<file path="config.mk">
export PLATFORM = sky130hd
export DESIGN_NAME = adc_frame_packer
export DESIGN_NICKNAME = d
export VERILOG_FILES = /design/src/rtl/adc_frame_packer.sv
export SDC_FILE = /design/constraint.sdc
export NUM_CORES = 1
export LEC_CHECK = 0
export ABC_AREA = 1
export BUFFER_PORTS_ARGS = -buffer_cell sky130_fd_sc_hd__buf_2
export CORE_MARGIN = 2
export CORE_UTILIZATION = 62
export CTS_BUF_LIST = sky130_fd_sc_hd__clkbuf_4
export DETAILED_ROUTE_END_ITERATION = 7
export PLACE_DENSITY = 0.78
export SLEW_MARGIN = 20
export SYNTH_ARGS = -nofsm -noshare
export SYNTH_HDL_FRONTEND = slang
export SYNTH_SLANG_ARGS = --single-unit
</file>
<file path="constraint.sdc">
create_clock -name clk -period 3.6 [get_ports clk]
set_input_delay 0.18 -clock clk [delete_from_list [all_inputs] [get_ports clk]]
set_output_delay 0.18 -clock clk [all_outputs]
set_load 0.05 [all_outputs]
</file>
<file path="src/rtl/adc_frame_packer.sv">
// Reassembles gated serial ADC samples into frames and emits committed frames as bytes.
// A staging buffer with speculative/commit pointers keeps partial frames from the host.
module adc_frame_packer #(
    parameter int unsigned SAMPLE_BITS = 16,
    parameter int unsigned CHANNELS    = 3,
    parameter int unsigned OUT_DEPTH   = 8
) (
    input  logic        clk,
    input  logic        reset,
    input  logic        enable,
    input  logic        frame_sync,
    input  logic        bit_in,
    input  logic        bit_valid,
    output logic [7:0]  out_data,
    output logic        out_wr_en,
    input  logic        out_full,
    output logic [15:0] frame_count,
    output logic [15:0] overflow_count,
    output logic        framing_err,
    output logic        busy
);

    localparam int unsigned BYTES       = SAMPLE_BITS / 8;
    localparam int unsigned FRAME_BYTES = CHANNELS * BYTES;
    localparam int unsigned AW          = $clog2(OUT_DEPTH);
    localparam int unsigned PW          = AW + 1;
    localparam int unsigned CW          = $clog2(SAMPLE_BITS + 2);
    localparam int unsigned IW          = $clog2(CHANNELS + 1);
    localparam int unsigned SW          = $clog2(BYTES + 1);

    typedef enum logic [1:0] {
        IDLE    = 2'd0,
        HUNT    = 2'd1,
        COLLECT = 2'd2
    } state_e;

    state_e                 state_q, state_d;
    logic [SAMPLE_BITS-1:0] shift_q, shift_d;
    logic [SAMPLE_BITS-1:0] ser_q, ser_d;
    logic [SW-1:0]          ser_cnt_q, ser_cnt_d;
    logic [CW-1:0]          bit_cnt_q, bit_cnt_d;
    logic [IW-1:0]          ch_idx_q, ch_idx_d;
    logic                   commit_pend_q, commit_pend_d;
    logic [PW-1:0]          wr_spec_q, wr_spec_d;
    logic [PW-1:0]          wr_commit_q, wr_commit_d;
    logic [PW-1:0]          rd_q, rd_d;
    logic [15:0]            frame_cnt_q, frame_cnt_d;
    logic [15:0]            ovf_cnt_q, ovf_cnt_d;
    logic                   err_q, err_d;
    logic                   busy_q, busy_d;
    logic [7:0]             out_data_q, out_data_d;
    logic                   out_wr_en_q, out_wr_en_d;
    logic [7:0]             mem_q [OUT_DEPTH];
    logic [PW-1:0]          used, free;
    logic                   rollback;

    // Space check sees the post-rollback view, so committed data only.
    assign used = wr_commit_q - rd_q;
    assign free = PW'(OUT_DEPTH) - used;

    always_comb begin
        state_d       = state_q;
        shift_d       = shift_q;
        ser_d         = ser_q;
        ser_cnt_d     = ser_cnt_q;
        bit_cnt_d     = bit_cnt_q;
        ch_idx_d      = ch_idx_q;
        commit_pend_d = commit_pend_q;
        wr_spec_d     = wr_spec_q;
        wr_commit_d   = wr_commit_q;
        frame_cnt_d   = frame_cnt_q;
        ovf_cnt_d     = ovf_cnt_q;
        err_d         = err_q;
        rollback      = 1'b0;

        if (ser_cnt_q != '0) begin
            ser_d     = ser_q << 8;
            ser_cnt_d = ser_cnt_q - SW'(1);
            wr_spec_d = wr_spec_q + PW'(1);
        end

        if (frame_sync) begin
            if (state_q == COLLECT && ch_idx_q < IW'(CHANNELS)) begin
                err_d = 1'b1;
            end
            rollback = 1'b1;
            if (!enable) begin
                state_d = IDLE;
            end else if (free >= PW'(FRAME_BYTES)) begin
                state_d = COLLECT;
            end else begin
                state_d = HUNT;
                if (ovf_cnt_q != 16'hFFFF) begin
                    ovf_cnt_d = ovf_cnt_q + 16'd1;
                end
            end
        end else if (state_q == COLLECT) begin
            if (!enable) begin
                rollback = 1'b1;
                state_d  = IDLE;
            end else if (commit_pend_q) begin
                if (ser_cnt_q == '0) begin
                    wr_commit_d   = wr_spec_q;
                    frame_cnt_d   = frame_cnt_q + 16'd1;
                    commit_pend_d = 1'b0;
                    state_d       = IDLE;
                end
            end else if (bit_valid) begin
                if (bit_cnt_q == CW'(SAMPLE_BITS)) begin
                    err_d    = 1'b1;
                    rollback = 1'b1;
                    state_d  = HUNT;
                end else begin
                    shift_d   = {shift_q[SAMPLE_BITS-2:0], bit_in};
                    bit_cnt_d = bit_cnt_q + CW'(1);
                end
            end else if (bit_cnt_q != '0) begin
                // Burst end: hand a complete sample to the serializer.
                if (bit_cnt_q == CW'(SAMPLE_BITS)) begin
                    ser_d     = shift_q;
                    ser_cnt_d = SW'(BYTES);
                    bit_cnt_d = '0;
                    ch_idx_d  = ch_idx_q + IW'(1);
                    if (ch_idx_q == IW'(CHANNELS - 1)) begin
                        commit_pend_d = 1'b1;
                    end
                end else begin
                    err_d    = 1'b1;
                    rollback = 1'b1;
                    state_d  = HUNT;
                end
            end
        end

        if (rollback) begin
            wr_spec_d     = wr_commit_q;
            ser_cnt_d     = '0;
            commit_pend_d = 1'b0;
            bit_cnt_d     = '0;
            ch_idx_d      = '0;
        end

        busy_d = (state_d == COLLECT) || (ser_cnt_d != '0);
    end

    // Drain side: only committed bytes, one per cycle when the FIFO has room.
    always_comb begin
        rd_d        = rd_q;
        out_wr_en_d = 1'b0;
        out_data_d  = out_data_q;
        if (rd_q != wr_commit_q && !out_full) begin
            out_wr_en_d = 1'b1;
            out_data_d  = mem_q[rd_q[AW-1:0]];
            rd_d        = rd_q + PW'(1);
        end
    end

    always_ff @(posedge clk) begin
        if (reset) begin
            state_q       <= IDLE;
            shift_q       <= '0;
            ser_q         <= '0;
            ser_cnt_q     <= '0;
            bit_cnt_q     <= '0;
            ch_idx_q      <= '0;
            commit_pend_q <= 1'b0;
            wr_spec_q     <= '0;
            wr_commit_q   <= '0;
            rd_q          <= '0;
            frame_cnt_q   <= '0;
            ovf_cnt_q     <= '0;
            err_q         <= 1'b0;
            busy_q        <= 1'b0;
            out_data_q    <= '0;
            out_wr_en_q   <= 1'b0;
        end else begin
            state_q       <= state_d;
            shift_q       <= shift_d;
            ser_q         <= ser_d;
            ser_cnt_q     <= ser_cnt_d;
            bit_cnt_q     <= bit_cnt_d;
            ch_idx_q      <= ch_idx_d;
            commit_pend_q <= commit_pend_d;
            wr_spec_q     <= wr_spec_d;
            wr_commit_q   <= wr_commit_d;
            rd_q          <= rd_d;
            frame_cnt_q   <= frame_cnt_d;
            ovf_cnt_q     <= ovf_cnt_d;
            err_q         <= err_d;
            busy_q        <= busy_d;
            out_data_q    <= out_data_d;
            out_wr_en_q   <= out_wr_en_d;
        end
    end

    always_ff @(posedge clk) begin
        if (!reset && ser_cnt_q != '0) begin
            mem_q[wr_spec_q[AW-1:0]] <= ser_q[SAMPLE_BITS-1 -: 8];
        end
    end

    assign out_data       = out_data_q;
    assign out_wr_en      = out_wr_en_q;
    assign frame_count    = frame_cnt_q;
    assign overflow_count = ovf_cnt_q;
    assign framing_err    = err_q;
    assign busy           = busy_q;

endmodule

</file>
-- Word-level counts from Yosys, hierarchy flattened
Memory sizes are Yosys's and may differ from the RTL's. A register that Yosys moved wholly into a read port is not among the register bits.
Cells that the tools add are included.
- flip-flop bits (word level): 91
- latch bits: 0
- logic and storage cells: 127
- RAM bits: 64
- bits in read-only memories: 0
- memories kept: 1
- output and inout bits: 43
- $lt $le $gt $ge: 2
- eq/ne operators: 11
- multiply operators: 0
- shift operators: 0
- $add $sub $neg: 9
- divide/modulo/power cells: 0
- multiplexer cells: 60
- reductions and logical operators: 24
- bitwise gates (word level): 5
- memories (memory ; depth ; bits a word ; read ports ; clocked after memory_dff ; wr ports ; line ; source):
    mem_q ; 8 ; 8 ; 1 ; 1 ; 1 ; 53 ; logic [7:0] mem_q [OUT_DEPTH];
- operators with widths (kind ; number):
    16-bit 2-to-1 mux ; 8
    2-bit 2-to-1 mux ; 20
    16-bit by 1-bit adder with 16-bit output, second input constant ; 2
    1-bit 2-to-1 mux ; 26
    7-bit AND reduction ; 3
    5-bit 2-to-1 mux ; 4
    16-bit != test, second input constant ; 1
    2-bit nonzero test ; 7
    4-bit by 1-bit adder with 4-bit output, second input constant ; 2
    4-bit 2-to-1 mux ; 2
    2-bit equality test, second input constant ; 3
    6-bit AND reduction ; 1
    5-bit by 1-bit adder with 5-bit output, second input constant ; 1
    5-bit equality test, second input constant ; 1
    1-bit NOT ; 5
    5-bit AND reduction ; 1
    5-bit nonzero test ; 1
    4-bit by 3-bit greater-or-equal comparator with 1-bit output, second input constant ; 1
    2-bit != test, second input constant ; 2
    4-bit != test ; 1
    4-bit AND reduction ; 1
    4-bit subtractor ; 1
    4-bit subtractor, first input constant ; 1
    1-bit logical AND ; 3
    other kinds (12) ; 13

-- Depth between registers and ports, before layout
Gate-level depths: netlist (run 1).
- word-level depth: 12
- mapped depth: 14
- mapped depth without buffers: 13

-- Worst setup path after synthesis (run 1)
OpenSTA, ideal clock, no wires.
- kind: reg2reg
- from: reg rd_q[0]
- to: reg ovf_cnt_q[3] (netlist: overflow_count[3])
- slack: 1.071 ns
- data arrival time: 2.461 ns
- setup time: 0.068 ns
- cell stages (with the launch flop): 15
- data required time: 3.532 ns
- period minus slack after synthesis: 2.529 ns
- path through: dfxtp_1 -> buf_2 -> inv_1 -> buf_2 -> ha_1 -> inv_1 -> ha_1 -> fa_1 -> xnor2_2 -> xnor2_4 -> nand3_4 -> nor2_4 -> buf_6 -> nand2_2 -> a21oi_2
- cells in the longest elaborated chain, start to end: 5
- ends and longest elaborated chain (element ; line ; source):
    start, declared ; 46 ; logic [PW-1:0] rd_q, rd_d;
    start signal, assigned ; 186 ; rd_q <= rd_d;
    4-bit subtractor ; 58 ; assign used = wr_commit_q - rd_q;
    4-bit subtractor ; 59 ; assign free = PW'(OUT_DEPTH) - used;
    4-bit by 3-bit greater-or-equal comparator with 1-bit output ; 89 ; end else if (free >= PW'(FRAME_BYTES)) begin
    1-bit NOT (no source line) ; - ;
    4-bit AND reduction (no source line) ; - ;
    end signal, assigned ; 188 ; ovf_cnt_q <= ovf_cnt_d;
    end, declared ; 48 ; logic [15:0] ovf_cnt_q, ovf_cnt_d;
Every way passes these cells.
A chain may end at the register's enable or synchronous reset.

-- Final worst setup path (run 1)
- from: reg wr_commit_q[1]
- to: reg ovf_cnt_q[0] (netlist: overflow_count[0])
- cells in the longest elaborated chain, start to end: 5
- ends and longest elaborated chain (element ; line ; source):
    start, declared ; 45 ; logic [PW-1:0] wr_commit_q, wr_commit_d;
    start signal, assigned ; 185 ; wr_commit_q <= wr_commit_d;
    4-bit subtractor ; 58 ;
    4-bit subtractor ; 59 ;
    4-bit by 3-bit greater-or-equal comparator with 1-bit output ; 89 ;
    1-bit NOT (no source line) ; - ;
    4-bit AND reduction (no source line) ; - ;
Every way passes these cells.

==> out/results.tsv, run 1 <==
metric	value	unit
number of DRC markers in iteration 0	395	
grt peak-use layer	met2	
Synthesis Warnings	0	
family with the most delay on the worst path	adder cells	
Clock Power Share	0.355	
grt met1 use	0.3363	
# DRC	0	
Most used DFF post-synth	dfxtp_1	
global route total overflow	0	
critical path startpoint category	flop	
CP required	4050	ps
Die ar.	12490	um^2
cts repair resizes	0	
post-synthesis async set-or-reset flop share	0	
status	finished, final reports clean	
final-report hold violation count	0	
global-route wire length before repair	24.36	mm
Seq/Total Area, Yosys	0.5420	
GRT Util Overall	0.2391	
DR WL/cell	14.39	um
combinational share of power	0.084	
syn avg cell area	8.858	um^2
Slew @ Worst Pin	915.5	ps
switch share	0.2355	
total CTS buffers	17	
critical path endpoint category	flop	
reg2reg path depth	11	
internal power	2.631	mW
largest net degree at the start of global routing	51	
post-route ant nets	0	
crit-path max cell delay	410	ps
hold depth	5	
Die X-Extent	111.8	um
crit-path cells	inv_1 > ha_1 > ha_1 > fa_1 > xnor2_2 > xnor2_4 > nand3_4 > nor2_4 > nand2_1 > nand2_1 > nor2_1	
clock buffer depth	2	
final worst path period need	2663	ps
reg2reg start	wr_commit_q[1]	
worst hold start	bit_valid	
Crit-path slowest cell	fa_1	
post-detail-place hpwl	9.758	mm
post-synth top area share	0.2752	
EDFF count, synth	64	
Vert. Die Dim	111.8	um
Max Cap Viol	0	
I/O Pins	50	
clk_lat worst skew	550	ps
Tot Pwr	3.442	mW
Worst Hold End	bit_cnt_q[4]	
WHS	37.56	ps
R2R Setup Slk	940	ps
sw power	0.8106	mW
Slew HR	0.3882	
total number of clock tree sinks	163	
f_max	375.5	MHz
skew final	17.22	ps
P_leak	2.902	nW
synthesized net count	833	
routing usage on met3	0.05444	
FF+latch count, synth	163	
antenna cells	0	
Slew Limit Fails	0	
Vias	5560	
GPL Wtd Cong	0.8980	
drt pass-1 iters	6	
WS Path Type	reg -> reg	
Post-Synthesis Cell Area	7202	um^2
fin nets	874	
final core occ	0.6913	
period utilisation layout	0.7398	
setup TNS	0	ps
vias in the first global route	5133	
pwr/cell area	437.9	nW/um^2
# setup viols final	0	
Via density	5.505	
Synth Instances	813	
Area Overhead vs Synth	9.138	%
total wire length	14.54	mm
Core ar.	11370	um^2
htree depth	4	
CTS root buffer	clkbuf_4	
Crit path buffers/inverters	1	
row count	39	
clock slew at reported path FFs	120	ps
port bufs	49	
Synth area leader	dfxtp_1	
fraction of layout cells with a size suffix above 1	0.1511	
postcts setup bufs	0	
Worst Path Arrival	3120	ps
largest fanout on the critical path	16	
reg-to-reg endpoint	overflow_count[0]	
Area contributors post-synth	dfxtp_1, edfxtp_1, nor2_1	
sequential power share	0.561	
Initial Util	0.6334	
peak supply drop	0.5188	mV
Netlist cell types	42	
initial antenna violation count	0	
TritonCTS clock tree	built	
unrepaired setup endpoints after global routing	no	
Hold Path Class	in -> reg	
M2 GR Usage	0.3798	
metrics by stage:
stage	area, um^2	setup WS, ps	std cells
after floorplan	7202	1071	813
after global placement	7506	1118	977
after detailed placement	7506	958.8	977
after CTS	7850	944.9	1010
after global routing	7860	763.5	1010
final	7860	936.6	1010
cell usage after synthesis (2+ instances only):
master	count
xnor2_1	6
a31oi_1	2
inv_1	52
o21ai_1	4
clkbuf_1	22
or2_0	2
nand4_1	9
buf_2	6
nor2_2	3
o211ai_1	17
nor2_1	151
buf_6	3
nand3_4	2
a21oi_1	45
dfxtp_1	99
xnor2_2	2
nand3_2	2
a311oi_1	8
inv_2	3
nor3b_1	2
nor3_1	16
nand2_1	122
edfxtp_1	64
a21oi_2	8
nand3_1	22
nand2_2	12
o21ai_0	81
clkinv_1	4
ha_1	12
o21bai_1	2
buf_4	3
xor2_1	12
nor2_4	6
cell families (layout without fill, tap and decap cells):
family,after synthesis,count (layout),synth area share
AOI/OAI and AO/OA,169,169,0.1333
xor gates and xnor gates,21,21,0.03023
adders and majority gates,13,13,0.02363
buffers and inverters,94,148,0.05472
DFF,163,163,0.5420
and+or+nand+nor,353,353,0.2161
power by group through the flow:
| stage | Clock (mW) | Sequential (mW) | Combinational, mW |
|---|---|---|---|
| 4_1_cts | 1.24 | 1.93 | 0.287 |
| 3_3_place_gp | 0 | 1.97 | 0.275 |
| 2_1_floorplan | 0 | 2.01 | 0.183 |
| 6_report | 1.22 | 1.93 | 0.288 |
| 5_1_grt | 1.31 | 1.94 | 0.317 |
| 3_5_place_dp | 0 | 1.97 | 0.284 |
layer usage:
layer	part of all wire	vias to the layer above
met3	0.049	18
met5	0	-
met4	0.010	0
li1	-	2814
met1	0.45	2594
met2	0.49	134
state kept, by name (all words and copies together) (netlist names):
name and count:
busy 1, rd_q 4, commit_pend_q 1, wr_commit_q 4
frame_count 16, shift_q 16, state_q 2, wr_spec_q 4
mem_q 64, ser_q 16, framing_err 1, ch_idx_q 2
bit_cnt_q 5, out_wr_en 1, overflow_count 16, out_data 8
ser_cnt_q 2
final cells by class:
cell class | count | area (um^2)
inverter | 59 | 221.5
clock buffer | 19 | 142.6
tap | 143 | 178.9
sequential | 163 | 3904
timing repair buffer | 57 | 307.8
clock inverter | 13 | 191.4
multi-input combinational | 556 | 2914
fill | 879 | 3510
timing repair:
item | CTS | global route
hold buffers | 1 | 0
setup endpoints to repair | 0 | 0
endpoints found under the hold margin | 1 | 0
worst register-to-register path: stages (launching register included):
cell     delay [ps]
dfxtp_1         380
inv_1            60
ha_1            320
ha_1            220
fa_1            410
xnor2_2         260
xnor2_4         170
nand3_4         110
nor2_4          380
nand2_1         120
nand2_1          90
nor2_1           40
cells in the final DEF, fill, tap and decap left out, types with 7 or more instances in the layout:
cell type | Yosys | layout
nand4_1 | 9 | 9
o21ai_0 | 81 | 81
a21oi_2 | 8 | 8
clkbuf_4 | 0 | 19
o211ai_1 | 17 | 17
ha_1 | 12 | 12
a21oi_1 | 45 | 45
nand2_2 | 12 | 12
nand3_1 | 22 | 22
dfxtp_1 | 99 | 99
edfxtp_1 | 64 | 64
nor3_1 | 16 | 14
nand2_1 | 122 | 122
nor2_1 | 151 | 151
a311oi_1 | 8 | 8
buf_2 | 6 | 49
buf_4 | 3 | 7
inv_1 | 52 | 52
xor2_1 | 12 | 12
worst max-delay path by stage:
stage,from,to,slack (ps),cells past startpoint
final,wr_commit_q[1],overflow_count[0],940,11
after global routing,wr_commit_q[1],overflow_count[0],760,11
after CTS,wr_commit_q[1],overflow_count[0],940,11
after detailed placement,wr_commit_q[1],overflow_count[0],960,11
after global placement,wr_commit_q[1],overflow_count[0],1120,11
after floorplan,rd_q[0],overflow_count[3],1070,14
(Power assumes the default switching activity.)
==> inputs of run 2 (changes only) <==
clock period = 2.7 ns   (was 3.6 ns; I/O delays follow)
==> run 2 against run 1 <==
  * Clock skew down 0.63 ps
  * Sequential share of layout area fell by 0.25 points
  * Design area grew 0.51%
  * Utilization rose by 0.35 points
  * Largest power group unchanged
  * Register-to-register slack worse by 770 ps
  * Non-clock buffer count up 7
  * Die area is the same
  * Cell count is 0.69% higher
==> out/results.tsv, run 2 (synthesis gave the netlist of run 1 again) <==
metric	value	unit	change
Hold Path Class	in -> reg		
row count	39		unchanged
total number of clock tree sinks	163		unchanged
fraction of layout cells with a size suffix above 1	0.1568		+0.005655
global route total overflow	0		unchanged
final-report hold violation count	0		unchanged
period utilisation layout	0.9392		+0.1994
antenna cells	0		unchanged
# DRC	0		unchanged
Die ar.	12490	um^2	unchanged
max reg flops	64		unchanged
total CTS buffers	17		unchanged
fin nets	881		+0.80%
WHS	44.87	ps	+7.315 ps
Tot Pwr	4.458	mW	+30%
R2R Setup Slk	160	ps	-770 ps
peak supply drop	0.4196	mV	-19%
TritonCTS clock tree	built		
DR WL/cell	14.35	um	-0.25%
pwr/cell area	564.3	nW/um^2	+29%
vias in the first global route	5349		+4.2%
initial antenna violation count	0		unchanged
reg2reg path depth	12		+1
skew final	16.59	ps	-0.6281 ps
Design Area, Final	7900	um^2	+0.51%
Crit path buffers/inverters	2		+1
drt pass-1 iters	5		-1
Worst Path Arrival	2990	ps	-130 ps
largest fanout on the critical path	12		-4
setup TNS	0	ps	unchanged
critical path endpoint category	flop		
most frequent cells in the layout	nor2_1, nand2_1, dfxtp_1		
Die X-Extent	111.8	um	unchanged
Vias	5653		+1.7%
Area Overhead vs Synth	9.694	%	
f_max	394.3	MHz	+5.0%
register area	3904	um^2	unchanged
largest net degree at the start of global routing	39		-24%
commonest non-fill, non-tap cell in the layout	nor2_1		
reg2reg start	wr_commit_q[1]		
global-route wire length before repair	24.33	mm	-0.11%
Slew Limit Fails	0		unchanged
worst hold start	enable		
htree depth	4		unchanged
clk_lat worst skew	550	ps	about the same
total wire length	14.60	mm	+0.44%
dpl cell area	7536	um^2	+0.40%
Crit-path slowest cell	fa_1		
final worst path period need	2536	ps	-127.5 ps
fill cell instance count of the final layout	906		+3.1%
Core ar.	11370	um^2	unchanged
# setup viols final	0		unchanged
CP required	3160	ps	-890 ps
GRT Util Overall	0.2420		+0.002883
crit-path max cell delay	400	ps	about the same
clock slew at reported path FFs	130	ps	about the same
number of DRC markers in iteration 0	456		+15%
CTS root buffer	clkbuf_4		
crit-path cells	inv_1 > ha_1 > ha_1 > fa_1 > xnor2_2 > xnor2_4 > nand3_4 > nor2_4 > buf_12 > nand2_1 > nand2_1 > nor2_1		
Slew @ Worst Pin	1031	ps	+115.2 ps
Multi-input gate area	2918	um^2	+0.13%
WS Path Type	reg -> reg		
Worst Hold End	wr_spec_q[2]		
status	finished, final reports clean		
clock buffer depth	2		unchanged
critical path startpoint category	flop		
hold depth	5		unchanged
I/O Pins	50		unchanged
P_leak	2.905	nW	+0.10%
GPL Wtd Cong	0.8443		-6.0%
Via density	5.559		+0.97%
family with the most delay on the worst path	adder cells		
post-route ant nets	0		unchanged
post-detail-place hpwl	9.865	mm	+1.1%
Initial Util	0.6334		unchanged
unrepaired setup endpoints after global routing	no		
Vert. Die Dim	111.8	um	unchanged
port bufs	49		unchanged
reg-to-reg endpoint	overflow_count[0]		
Slew HR	0.3076		-0.08058
Max Cap Viol	0		unchanged
-- run 2: changes by cell type in the layout (fill, tap and decap cells not counted), sizes merged --
cell and change:
buf +6, bufinv -2, clkinv -1, clkinvlp +4, dlygate4sd3 +1, inv -1
-- run 2: worst register-to-register path, stage by stage, from the launching register on --
cell	delay, ps
dfxtp_1	380
inv_1	60
ha_1	320
ha_1	230
fa_1	400
xnor2_2	250
xnor2_4	180
nand3_4	120
nor2_4	170
buf_12	160
nand2_1	60
nand2_1	60
nor2_1	60
-- run 2: per-layer routing --
layer,up-vias,GRT usage,part of all wire
li1,2842,-,-
met1,2630,0.3308,0.46
met2,161,0.3762,0.47
met3,20,0.06805,0.058
met4,0,0.08066,0.012
met5,-,0,0
-- run 2: report_power, final --
part / leakage (nW) / switching, mW / total (mW) / internal, mW
logic: 1.37 / 0.275 / 0.393 / 0.118
clock network: 0.147 / 0.829 / 1.49 / 0.659
registers: 1.39 / 0.0167 / 2.58 / 2.56
total: 2.91 / 1.12 / 4.46 / 3.34
-- run 2: cell type report --
type                            count  share of cell area
Clock buffer                       19             0.01806
Clock inverter                     13             0.02027
Inverter                           59             0.02803
Multi-Input combinational cell    556              0.3693
Sequential cell                   163              0.4941
Tap cell                          143             0.02265
Timing Repair Buffer               64             0.04751
-- run 2: worst max path at each step --
stage                    from                end  slack (ps)  depth (start not counted)
2_1_floorplan         rd_q[0]  overflow_count[3]         170                         14
3_3_place_gp   wr_commit_q[1]  overflow_count[0]         190                         11
3_5_place_dp   wr_commit_q[1]  overflow_count[0]          70                         11
4_1_cts        wr_commit_q[1]  overflow_count[6]          60                         10
5_1_grt        wr_commit_q[1]  overflow_count[5]          10                         11
6_report       wr_commit_q[1]  overflow_count[0]         160                         12
-- run 2: through the flow --
| step | cells | util | setup WS (ps) |
|---|---|---|---|
| after floorplan | 813 | - | 171.0 |
| after global placement | 981 | 0.6628 | 192.5 |
| after detailed placement | 981 | 0.6628 | 70.85 |
| after CTS | 1015 | 0.6912 | 59.28 |
| after global routing | 1017 | 0.6948 | 13.61 |
| final | 1017 | 0.6948 | 164.1 |
-- run 2: what timing repair did --
| action | 4_1_cts | 5_1_grt |
|---|---|---|
| hold endpoints to repair | 2 | 0 |
| setup endpoints to repair | 0 | 15 |
| gates resized for setup | 0 | 1 |
| hold buffers | 2 | 0 |
| setup buffers | 0 | 2 |
==> inputs of run 3 (changes only) <==
CELL_PAD_IN_SITES_DETAIL_PLACEMENT = 0   (was not set)
CELL_PAD_IN_SITES_GLOBAL_PLACEMENT = 1   (was not set)
CORE_MARGIN = 3   (was 2)
CORE_UTILIZATION = 48   (was 62)
==> run 3 against run 2 <==
  * Via count decreased by 2.3%
  * Combinational power is essentially flat
  * Non-clock buffer count is 2 higher
  * Worst setup slack gained 87 ps
  * Clock skew about the same
  * Critical path depth down 1
  * Sequential share of layout area down 0.32 points
  * Count of clock-buffer cells in the layout is the same
  * Global-route usage decreased by 5.2 points
  * Sequential cell count unchanged
  * Largest cell class unchanged
  * Highest routed layer unchanged
==> out/results.tsv, run 3 (synthesis gave the netlist of run 1 again) <==
metric	value	unit	change
Via density	5.206		-6.3%
Max Cap Viol	0		unchanged
Slew Limit Fails	0		unchanged
setup TNS	0	ps	unchanged
clock buffer depth	2		unchanged
pwr/cell area	553.9	nW/um^2	-1.8%
final-report hold violation count	0		unchanged
critical path endpoint category	flop		
postcts setup bufs	0		unchanged
Worst Path Arrival	2930	ps	-60 ps
initial antenna violation count	1		+1
fin nets	883		+0.23%
f_max	408.3	MHz	+3.5%
port bufs	49		unchanged
dpl cell area	7622	um^2	+1.1%
clk_lat worst skew	560	ps	about the same
row count	44		+13%
drt pass-1 iters	5		unchanged
final worst path period need	2449	ps	-86.60 ps
post-route ant nets	0		unchanged
commonest non-fill, non-tap cell in the layout	nor2_1		
global-route wire length before repair	25.25	mm	+3.8%
# DRC	0		unchanged
status	finished, final reports clean		
Slew HR	0.5102		+0.2026
Hold Path Class	in -> reg		
largest fanout on the critical path	16		+4
largest net degree at the start of global routing	40		+2.6%
Design Area, Final	7951	um^2	+0.65%
Initial Util	0.4937		-0.1398
total wire length	15.07	mm	+3.2%
peak supply drop	0.3181	mV	-24%
Die X-Extent	128.5	um	+15%
total CTS buffers	17		unchanged
total number of clock tree sinks	163		unchanged
TritonCTS clock tree	built		
most frequent cells in the layout	nor2_1, nand2_1, dfxtp_1		
max reg flops	64		unchanged
highest routing layer actually used	met4		
final core occ	0.5450		-0.1498
GRT Util Overall	0.1902		-0.05182
wl on met1	7.348	mm	+9.3%
CP required	3180	ps	+20 ps
skew final	16.28	ps	-0.3068 ps
DR WL/cell	14.21	um	-1.0%
Core ar.	14590	um^2	+28%
Vert. Die Dim	128.5	um	+15%
I/O Pins	50		unchanged
Multi-input gate area	2923	um^2	+0.17%
vias in the first global route	5294		-1.0%
Slew @ Worst Pin	732.0	ps	-298.6 ps
post-detail-place hpwl	10.18	mm	+3.2%
fraction of layout cells with a size suffix above 1	0.1575		+0.0007837
WS Path Type	reg -> reg		
routed length on met3	629	um	-26%
global route total overflow	0		unchanged
register area	3904	um^2	unchanged
period utilisation layout	0.9072		-0.03208
unrepaired setup endpoints after global routing	no		
fill cell instance count of the final layout	1353		+49%
Die ar.	16510	um^2	+32%
DR WL met2	6.920	mm	+1.0%
htree depth	4		unchanged
clock slew at reported path FFs	130	ps	about the same
number of DRC markers in iteration 0	317		-30%
CTS root buffer	clkbuf_4		
Vias	5524		-2.3%
GPL Wtd Cong	0.8134		-3.7%
P_leak	2.927	nW	+0.75%
Area Overhead vs Synth	10.41	%	
critical path startpoint category	flop		
# setup viols final	0		unchanged
-- run 3: worst max-delay path, cell delays in order, from the launching register on --
cell and delay, ps:
dfxtp_1 380, inv_1 50, ha_1 310, ha_1 220
fa_1 400, xnor2_2 250, xnor2_4 180, nand3_4 120
nor2_4 120, buf_12 160, nand2_1 70, a21oi_1 110
-- run 3: area by class of cell --
cell class,count,share of cell area
sequential,163,0.4910
multi-input combinational,556,0.3676
timing repair buffer,66,0.04941
tap,184,0.02895
inverter,59,0.02785
clock buffer,19,0.01794
clock inverter,13,0.01699
antenna,1,0.0003147
-- run 3: per-layer routing --
| layer | vias up | track usage |
|---|---|---|
| met5 | - | 0 |
| met4 | 0 | 0.06177 |
| met3 | 17 | 0.03902 |
| met2 | 101 | 0.3095 |
| met1 | 2579 | 0.2560 |
| li1 | 2827 | - |
-- run 3: worst paths after layout --
kind                  startpoint                 to  slack [ps]  cells past startpoint
hold reg to reg      out_data[4]        out_data[4]         470                      2
hold / removal            enable       wr_spec_q[2]          60                      5
setup / recovery  wr_commit_q[1]  overflow_count[6]         250                     11
setup reg to reg  wr_commit_q[1]  overflow_count[6]         250                     11
-- run 3: per-stage QoR --
step           total power [mW]  worst slack, ps  std cells  hold slack [ps]
3_3_place_gp              3.013            192.2       1025            400.3
5_1_grt                   4.589            103.1       1061            80.32
2_1_floorplan             2.923            171.0        813            301.7
3_5_place_dp              3.023            136.8       1025            426.6
4_1_cts                   4.442            111.5       1060            10.55
6_report                  4.404            250.7       1061            57.71
-- run 3: repair_timing --
| item | 4_1_cts | 5_1_grt |
|---|---|---|
| gates resized for setup | 0 | 1 |
| endpoints found under the hold margin | 3 | 0 |
| hold buffers | 3 | 0 |
| endpoints found under the setup margin | 0 | 1 |
-- run 3: power breakdown --
part           internal [mW]  switching [mW]  leakage [nW]  total, mW
Combinational          0.119           0.277          1.38      0.395
Sequential              2.56          0.0160          1.39       2.58
Clock                  0.573           0.858         0.160       1.43
